File: src/rtl/rf_write_arbiter_if.sv
// Write-request and write-port bundle for rf_write_arbiter.
// master = requester/register-file side, slave = the arbiter.
interface rf_write_arbiter_if;

    // Handshake: a request is taken on a rising edge when x_valid && x_ready.
    // x_ready depends only on FIFO occupancy, never on x_valid or a same-cycle pop.
    logic        alu_valid;
    logic        alu_ready;
    logic [3:0]  alu_reg;
    logic [15:0] alu_data;

    logic        mem_valid;
    logic        mem_ready;
    logic [3:0]  mem_reg;
    logic [15:0] mem_data;

    logic        WriteReg;
    logic [3:0]  DstReg;
    logic [15:0] DstData;
    logic [15:0] pending_mask;

    modport master (
        output alu_valid, alu_reg, alu_data,
        output mem_valid, mem_reg, mem_data,
        input  alu_ready, mem_ready,
        input  WriteReg, DstReg, DstData, pending_mask
    );

    modport slave (
        input  alu_valid, alu_reg, alu_data,
        input  mem_valid, mem_reg, mem_data,
        output alu_ready, mem_ready,
        output WriteReg, DstReg, DstData, pending_mask
    );

endinterface

File: src/rtl/rf_write_arbiter.sv
// Merges ALU and load-return writebacks onto the single register-file write port.
// Define RF_ARB_RR_EN for round-robin arbitration; otherwise MEM has fixed priority.
module rf_write_arbiter #(
    parameter int DEPTH = 2
) (
    input logic               clk,
    input logic               rst,
    rf_write_arbiter_if.slave bus
);

    localparam int PW = $clog2(DEPTH);
    localparam int CW = PW + 1;
    localparam logic [CW-1:0] FULL_COUNT = CW'(DEPTH);

    // ALU FIFO state
    logic [3:0]       aluRegQ  [DEPTH];
    logic [15:0]      aluDataQ [DEPTH];
    logic [DEPTH-1:0] aluVld;
    logic [PW-1:0]    aluWr;
    logic [PW-1:0]    aluRd;
    logic [CW-1:0]    aluCount;

    // MEM FIFO state
    logic [3:0]       memRegQ  [DEPTH];
    logic [15:0]      memDataQ [DEPTH];
    logic [DEPTH-1:0] memVld;
    logic [PW-1:0]    memWr;
    logic [PW-1:0]    memRd;
    logic [CW-1:0]    memCount;

    logic aluPush, aluPop, aluNotEmpty;
    logic memPush, memPop, memNotEmpty;
    logic grantAlu, grantMem;

    logic        writeReg;
    logic [3:0]  dstReg;
    logic [15:0] dstData;
    logic [15:0] pendingMask;

    assign bus.alu_ready = (aluCount < FULL_COUNT);
    assign bus.mem_ready = (memCount < FULL_COUNT);

    assign aluPush     = bus.alu_valid && bus.alu_ready;
    assign memPush     = bus.mem_valid && bus.mem_ready;
    assign aluNotEmpty = (aluCount != '0);
    assign memNotEmpty = (memCount != '0);
    assign aluPop      = grantAlu;
    assign memPop      = grantMem;

`ifdef RF_ARB_RR_EN
    // Remembers the last winner; reset to MEM so the first contention goes to ALU.
    logic lastGrantMem;

    always_ff @(posedge clk or negedge rst) begin
        if (!rst) begin
            lastGrantMem <= 1'b1;
        end else if (grantMem) begin
            lastGrantMem <= 1'b1;
        end else if (grantAlu) begin
            lastGrantMem <= 1'b0;
        end
    end

    always_comb begin
        grantMem = memNotEmpty && (!aluNotEmpty || !lastGrantMem);
    end
`else
    always_comb begin
        grantMem = memNotEmpty;
    end
`endif

    always_comb begin
        grantAlu = aluNotEmpty && !grantMem;
    end

    // ALU FIFO pointers, occupancy and per-entry valid bits
    always_ff @(posedge clk or negedge rst) begin
        if (!rst) begin
            aluWr    <= '0;
            aluRd    <= '0;
            aluCount <= '0;
            aluVld   <= '0;
        end else begin
            if (aluPush) begin
                aluWr <= aluWr + PW'(1);
            end
            if (aluPop) begin
                aluRd <= aluRd + PW'(1);
            end
            case ({aluPush, aluPop})
                2'b10:   aluCount <= aluCount + CW'(1);
                2'b01:   aluCount <= aluCount - CW'(1);
                default: aluCount <= aluCount;
            endcase
            // Push and pop never target the same slot: push needs a non-full FIFO.
            if (aluPop) begin
                aluVld[aluRd] <= 1'b0;
            end
            if (aluPush) begin
                aluVld[aluWr] <= 1'b1;
            end
        end
    end

    always_ff @(posedge clk) begin
        if (aluPush) begin
            aluRegQ[aluWr]  <= bus.alu_reg;
            aluDataQ[aluWr] <= bus.alu_data;
        end
    end

    // MEM FIFO pointers, occupancy and per-entry valid bits
    always_ff @(posedge clk or negedge rst) begin
        if (!rst) begin
            memWr    <= '0;
            memRd    <= '0;
            memCount <= '0;
            memVld   <= '0;
        end else begin
            if (memPush) begin
                memWr <= memWr + PW'(1);
            end
            if (memPop) begin
                memRd <= memRd + PW'(1);
            end
            case ({memPush, memPop})
                2'b10:   memCount <= memCount + CW'(1);
                2'b01:   memCount <= memCount - CW'(1);
                default: memCount <= memCount;
            endcase
            if (memPop) begin
                memVld[memRd] <= 1'b0;
            end
            if (memPush) begin
                memVld[memWr] <= 1'b1;
            end
        end
    end

    always_ff @(posedge clk) begin
        if (memPush) begin
            memRegQ[memWr]  <= bus.mem_reg;
            memDataQ[memWr] <= bus.mem_data;
        end
    end

    // Write-port register: address and data hold when nothing is granted.
    always_ff @(posedge clk or negedge rst) begin
        if (!rst) begin
            writeReg <= 1'b0;
            dstReg   <= '0;
            dstData  <= '0;
        end else begin
            writeReg <= grantAlu || grantMem;
            if (grantMem) begin
                dstReg  <= memRegQ[memRd];
                dstData <= memDataQ[memRd];
            end else if (grantAlu) begin
                dstReg  <= aluRegQ[aluRd];
                dstData <= aluDataQ[aluRd];
            end
        end
    end

    always_comb begin
        pendingMask = '0;
        for (int i = 0; i < DEPTH; i++) begin
            if (aluVld[i]) begin
                pendingMask = pendingMask | (16'h0001 << aluRegQ[i]);
            end
            if (memVld[i]) begin
                pendingMask = pendingMask | (16'h0001 << memRegQ[i]);
            end
        end
        if (writeReg) begin
            pendingMask = pendingMask | (16'h0001 << dstReg);
        end
    end

    assign bus.WriteReg     = writeReg;
    assign bus.DstReg       = dstReg;
    assign bus.DstData      = dstData;
    assign bus.pending_mask = pendingMask;

endmodule
File: src/flat_wrapper.sv
// flat-port wrapper written by rule: the top's interface ports become plain ports
module rf_write_arbiter_flat 
#(
    parameter int DEPTH = 2
)
  (clk, rst, bus_alu_valid, bus_alu_reg, bus_alu_data, bus_mem_valid, bus_mem_reg, bus_mem_data, bus_alu_ready, bus_mem_ready, bus_WriteReg, bus_DstReg, bus_DstData, bus_pending_mask);
  rf_write_arbiter_if bus_i ();
  input logic clk;
  input logic rst;
  input wire logic [$bits(bus_i.alu_valid)-1:0] bus_alu_valid;
  input wire logic [$bits(bus_i.alu_reg)-1:0] bus_alu_reg;
  input wire logic [$bits(bus_i.alu_data)-1:0] bus_alu_data;
  input wire logic [$bits(bus_i.mem_valid)-1:0] bus_mem_valid;
  input wire logic [$bits(bus_i.mem_reg)-1:0] bus_mem_reg;
  input wire logic [$bits(bus_i.mem_data)-1:0] bus_mem_data;
  output wire logic [$bits(bus_i.alu_ready)-1:0] bus_alu_ready;
  output wire logic [$bits(bus_i.mem_ready)-1:0] bus_mem_ready;
  output wire logic [$bits(bus_i.WriteReg)-1:0] bus_WriteReg;
  output wire logic [$bits(bus_i.DstReg)-1:0] bus_DstReg;
  output wire logic [$bits(bus_i.DstData)-1:0] bus_DstData;
  output wire logic [$bits(bus_i.pending_mask)-1:0] bus_pending_mask;
  assign bus_i.alu_valid = bus_alu_valid;
  assign bus_i.alu_reg = bus_alu_reg;
  assign bus_i.alu_data = bus_alu_data;
  assign bus_i.mem_valid = bus_mem_valid;
  assign bus_i.mem_reg = bus_mem_reg;
  assign bus_i.mem_data = bus_mem_data;
  assign bus_alu_ready = bus_i.alu_ready;
  assign bus_mem_ready = bus_i.mem_ready;
  assign bus_WriteReg = bus_i.WriteReg;
  assign bus_DstReg = bus_i.DstReg;
  assign bus_DstData = bus_i.DstData;
  assign bus_pending_mask = bus_i.pending_mask;
  rf_write_arbiter #(.DEPTH(DEPTH)) u_core (.clk(clk), .rst(rst), .bus(bus_i));
endmodule
File: config.mk
export PLATFORM = sky130hd
export DESIGN_NAME = rf_write_arbiter_flat
export DESIGN_NICKNAME = d
export VERILOG_FILES = /design/src/rtl/rf_write_arbiter_if.sv /design/src/rtl/rf_write_arbiter.sv /design/src/flat_wrapper.sv
export SDC_FILE = /design/constraint.sdc
export NUM_CORES = 1
export LEC_CHECK = 0
export ABC_AREA = 1
export CORE_MARGIN = 5
export CORE_UTILIZATION = 32
export DETAILED_ROUTE_END_ITERATION = 8
export PLACE_DENSITY = 0.49
export SETUP_SLACK_MARGIN = 0.4
export SLEW_MARGIN = 5
export SYNTH_ARGS = -nofsm -noshare
export SYNTH_HDL_FRONTEND = slang
export SYNTH_SLANG_ARGS = --single-unit
export TNS_END_PERCENT = 50
File: constraint.sdc
create_clock -name clk -period 2.55 [get_ports clk]
set_input_delay 0.51 -clock clk [delete_from_list [all_inputs] [get_ports clk]]
set_output_delay 0.51 -clock clk [all_outputs]
set_load 0.1 [all_outputs]
* After elaboration in Yosys (flattened, before gate mapping)
Memories as Yosys holds them, arrays and structs flattened.
Index checks and enable logic that the tools add are counted.
** Storage, ports and cells
- Register bits :: 33
- RAM bits :: 80
- Input port bits :: 44
- Memories :: 4
** Memories
- u_core.aluDataQ :: words 2, width 16, read ports 1, clocked after memory_dff 0, wr ports 1, line rf_write_arbiter.sv:17 : logic [15:0] aluDataQ [DEPTH];
- u_core.memDataQ :: words 2, width 16, read ports 1, clocked after memory_dff 0, wr ports 1, line rf_write_arbiter.sv:25 : logic [15:0] memDataQ [DEPTH];
- u_core.aluRegQ :: words 2, width 4, read ports 3, clocked after memory_dff 0, wr ports 1, line rf_write_arbiter.sv:16 : logic [3:0] aluRegQ [DEPTH];
- u_core.memRegQ :: words 2, width 4, read ports 3, clocked after memory_dff 0, wr ports 1, line rf_write_arbiter.sv:24 : logic [3:0] memRegQ [DEPTH];
** Operators by class
- $add $sub $neg :: 8
- Order comparisons :: 10
- Eq/ne operators :: 4
- Shifts and indexed selects :: 5
- Muxes and demuxes :: 27
- Bitwise operators :: 10
- Reductions and logical operators :: 14
** Operator list (number)
- $mux W16 :: 7
- $shl A1 B4 Y16 const A :: 5
- $or A16 B16 Y16 :: 4
- $reduce_bool A2 Y1 :: 5
- $lt A1 B2 Y1 const B :: 4
- $mux W1 :: 8
- $mux W2 :: 4
- $mux W4 :: 2
- $pmux W2 S2 :: 2
- $logic_and A1 B1 Y1 :: 7
- $add A1 B1 Y1 const B :: 4
- $add A2 B1 Y2 const B :: 2
- $and A2 B2 Y2 :: 2
- $demux W1 S1 :: 4
- $eq A2 B1 Y1 const B :: 2
- $eq A2 B2 Y1 const B :: 2
- $ge A1 B1 Y1 const B :: 4
- $lt A2 B2 Y1 const B :: 2
- $not A2 Y2 :: 2
- $or A2 B2 Y2 :: 2
- $sub A2 B1 Y2 const B :: 2
- $logic_not A1 Y1 :: 1
- $logic_or A1 B1 Y1 :: 1

* Depth between registers and ports, before layout
- Depth after elaboration :: 10
- Mapped depth :: 8
- Depth with buffers taken out :: 7

* Worst setup path before layout
Ideal clock, no wire load.
- Path type :: register to output
- Start point :: reg u_core.dstReg[3], in the netlist u_core.bus.DstReg[3]
- End point :: out bus_pending_mask[6]
- Data arrival time :: 2.222 ns
- Required time :: 2.040 ns
- Path slack :: -0.182 ns
- Cell stages (with the launch flop) :: 6
- Path buffers :: 0
- Cell sequence :: dfrtp_1 inv_1 nand2_1 nor2_1 nor2_1 nand3_1
** On the way
- Cells in the longest elaborated chain, start to end :: 3
** RTL lines
- start, declared :: line rf_write_arbiter.sv:36 : logic [3:0] dstReg;
- start signal, assigned :: line rf_write_arbiter.sv:157 : dstReg <= memRegQ[memRd];
- start signal, assigned :: line rf_write_arbiter.sv:160 : dstReg <= aluRegQ[aluRd];
- $shl A1 B4 Y16 :: line rf_write_arbiter.sv:177 : pendingMask = pendingMask | (16'h0001 << dstReg);
- $or A16 B16 Y16 :: line rf_write_arbiter.sv:177
- $mux W16 :: line rf_write_arbiter.sv:176 : if (writeReg) begin
- end, declared :: line flat_wrapper.sv:21 : output wire logic [$bits(bus_i.pending_mask)-1:0] bus_pending_mask;
Every way passes these cells.

==> run metrics <==
Final TNS setup 0 ns; P_int 5.702 mW; Reg power frac 28.0%; Slowest Stage Delay on Critical Path 0.52 ns; Post-Syn Area 0.005454 mm2; 1st-pass router iterations 4; clk sink count 113; post-synth top area cell edfxtp_1; CTS root buf clkbuf_16; CP required 2.04 ns; post-route DRC violation count 0; via count 4,430; ANT cells 0; Clk Latency, worst-skew pair 0.40 ns; Leak 3.377 nW; Setup violations, final 0; Hold-fix buffers, CTS 0; Final ANT Viol Nets 0; register bit count reported by yosys 113; Die X 140.6 um; Critical-path top delay cell edfxtp_1; gr ovfl total 0; DRT Wirelength 15,040 um; Syn Nets 687; Worst Path Max Fanout 6; Netlist cell types 23; PortBufs 82; Crit Path Class reg2out; CTS tree built; Synth top area share 44.05%; Final Power 10.89 mW; final net count 789; Worst Max-Slew Pin Slew 0.9046 ns; Startpoint Class flop; worst path arrival time 1.71 ns; Non-Filler Cell Area, Final 0.007576 mm2; clock period minus worst slack 2.222 ns; Setup crit end kind output pin; Clock Power Share 22.6%; final core occ 45.52%; first-pass GRT wire length 23,880 um; initial antenna violation count 0; area post-placement 0.006685 mm2; I/O pin total 83; clock skew 0.009972 ns; Min-Delay Path Class reg2reg; TritonCTS Buffers 17; max_cap viols 0; dpl ws 0.5074 ns; Final Cycle Share 87.16%; DP Wirelength 11,160 um; pwr dens 1437 mW/mm2; Rows 47; CTS H-tree lvls 4; RSZ-0062 raised after global routing yes; Final Max Slew Viols 0; Clock Tree Buf Depth 2; gr usage total 15.45%; sw frac 47.63%; DR WL/cell 15.41 um; vias per cell 4.539; status finished clean; CTS clk-pin slew, worst paths 0.05 ns; die area 0.01975 mm2; Slew HR 39.69%; Die H 140.6 um; Syn. warnings 0; Worst Setup Slack, final 0.3275 ns; Area Growth Syn to Fin 38.91%; sequential-to-total area share from yosys stat 59.19%; core area 0.01664 mm2; effective utilization at floorplan 32.77%; Psw 5.185 mW; initial DRC count 183; largest net degree at the start of global routing 33; Gate Count Post-Synth 641; fmax 0.4499 GHz; layout cells sized above 1 23.02%; Comb pwr share 49.4%; most area-consuming cells after synthesis edfxtp_1, nand2_1, dfrtp_1, nor2_1, inv_1; CP Cell Sequence inv_2 > nand3_2 > nor2_1 > nor2_2 > nand2_1 > buf_12; placer congestion estimate 0.9325; synthesized area per cell 8.509 um2; worst IR drop on VDD 0.001223 V; final number of hold-violating endpoints 0; vias in the first global route 4,594
registers in the layout, indices dropped and copies added (netlist names):
name,cells
u_core.aluCount,2
u_core.aluDataQ,32
u_core.aluRd,1
u_core.aluRegQ,8
u_core.aluVld,2
u_core.aluWr,1
u_core.bus.DstData,16
u_core.bus.DstReg,4
u_core.bus.WriteReg,1
u_core.memCount,2
u_core.memDataQ,32
u_core.memRd,1
u_core.memRegQ,8
u_core.memVld,2
u_core.memWr,1
logic make-up (layout without fill, tap and decap cells):
family | Yosys count | after routing | share of synthesized area [%]
buffers and inverters | 88 | 203 | 6.768
AO/OA/AOI/OAI | 34 | 34 | 3.189
AND/OR/NAND/NOR | 396 | 396 | 29.11
flip-flops | 113 | 113 | 59.19
adder cells (fa/ha/maj) | 2 | 2 | 0.4587
XOR/XNOR | 8 | 8 | 1.285
power groups by stage:
stage | clock (mW) | sequential, mW | combinational [mW]
floorplan | 0 | 4.01 | 2.73
finish | 2.46 | 3.04 | 5.38
global placement | 0 | 3.03 | 5.26
CTS | 2.51 | 3.03 | 5.38
global route | 2.60 | 3.11 | 5.80
detailed placement | 0 | 3.04 | 5.29
per-layer routing:
metal | vias to the layer above | global-route usage, % | routed length (um)
met3 | 13 | 3.681 | 639
met1 | 2058 | 18.38 | 6359
li1 | 2246 | - | -
met5 | - | 0 | 0
met4 | 0 | 4.182 | 155
met2 | 113 | 27.87 | 7886
synth_stat cells, drive strengths merged:
| cell | instances |
|---|---|
| a21oi | 4 |
| buf | 20 |
| clkbuf | 1 |
| clkinv | 1 |
| dfrtp | 33 |
| edfxtp | 80 |
| ha | 2 |
| inv | 66 |
| nand2 | 264 |
| nand3 | 47 |
| nand4 | 6 |
| nor2 | 70 |
| nor3 | 6 |
| o21ai | 30 |
| or2 | 3 |
| xnor2 | 3 |
| xor2 | 5 |
worst paths after layout:
| kind | startpoint | end | slack (ns) | cells past startpoint |
|---|---|---|---|---|
| min in group asynchronous | rst | u_core.bus.DstData[10]$_DFFE_PN0P_ | 0.56 | 1 |
| min | u_core.bus.DstData[10]$_DFFE_PN0P_ | u_core.bus.DstData[10]$_DFFE_PN0P_ | 0.49 | 2 |
| max | u_core.memRegQ[1][2]$_DFFE_PP_ | bus_pending_mask[3] | 0.33 | 6 |
| max in group asynchronous | rst | u_core.bus.DstData[1]$_DFFE_PN0P_ | 1.37 | 2 |
| min reg2reg | u_core.bus.DstData[10]$_DFFE_PN0P_ | u_core.bus.DstData[10]$_DFFE_PN0P_ | 0.49 | 2 |
| max reg2reg | u_core.memRd$_DFFE_PN0N_ | u_core.bus.DstData[4]$_DFFE_PN0P_ | 0.78 | 7 |
cell usage in the layout, fill, tap and decap left out, types with 2 or more instances in the layout:
cell type	count
nor2_4	5
nor3_2	5
buf_12	18
o21ai_1	2
xor2_1	5
clkbuf_8	2
inv_2	13
edfxtp_1	80
nand3_1	41
clkbuf_16	17
nand3_2	6
clkinv_2	4
nor2_1	38
nor2_2	27
dfrtp_1	28
clkinvlp_4	4
clkbuf_1	2
or2_2	2
clkdlybuf4s50_1	43
ha_1	2
bufinv_16	4
xnor2_1	3
a21oi_1	4
o21ai_0	27
dfrtp_4	5
nand4_1	6
nand2_2	17
nand2_1	247
buf_4	42
inv_1	52
cell type report:
type	instances	area (um2)
inverters	67	256.5
multi-input cells	440	2058
repair buffers	104	1117
fillers	1601	9066
well taps	220	275.3
clock inverters	11	161.4
flip-flops and latches	113	3247
clock buffers	21	460.4
metrics by stage:
step                      hold slack, ns  std cells
after floorplan                   0.2144        641
after global routing              0.5140        976
after CTS                         0.4878        971
final                             0.4859        976
after global placement            0.4699        932
after detailed placement          0.4724        932
critical path, delay by kind of cell (launching register included):
family                 cells  cell delay, ns
flip-flops                 1            0.52
buffers and inverters      2            0.35
AND/OR/NAND/NOR            4            0.43
timing repair:
item | in CTS | in global routing
gates resized for setup | 31 | 36
setup endpoints to repair | 16 | 16
hold endpoints to repair | 0 | 0
buffers inserted | 7 | 5
gates cloned | 0 | 0
pin swaps | 8 | 7
Power figures use the tool's default switching activity.
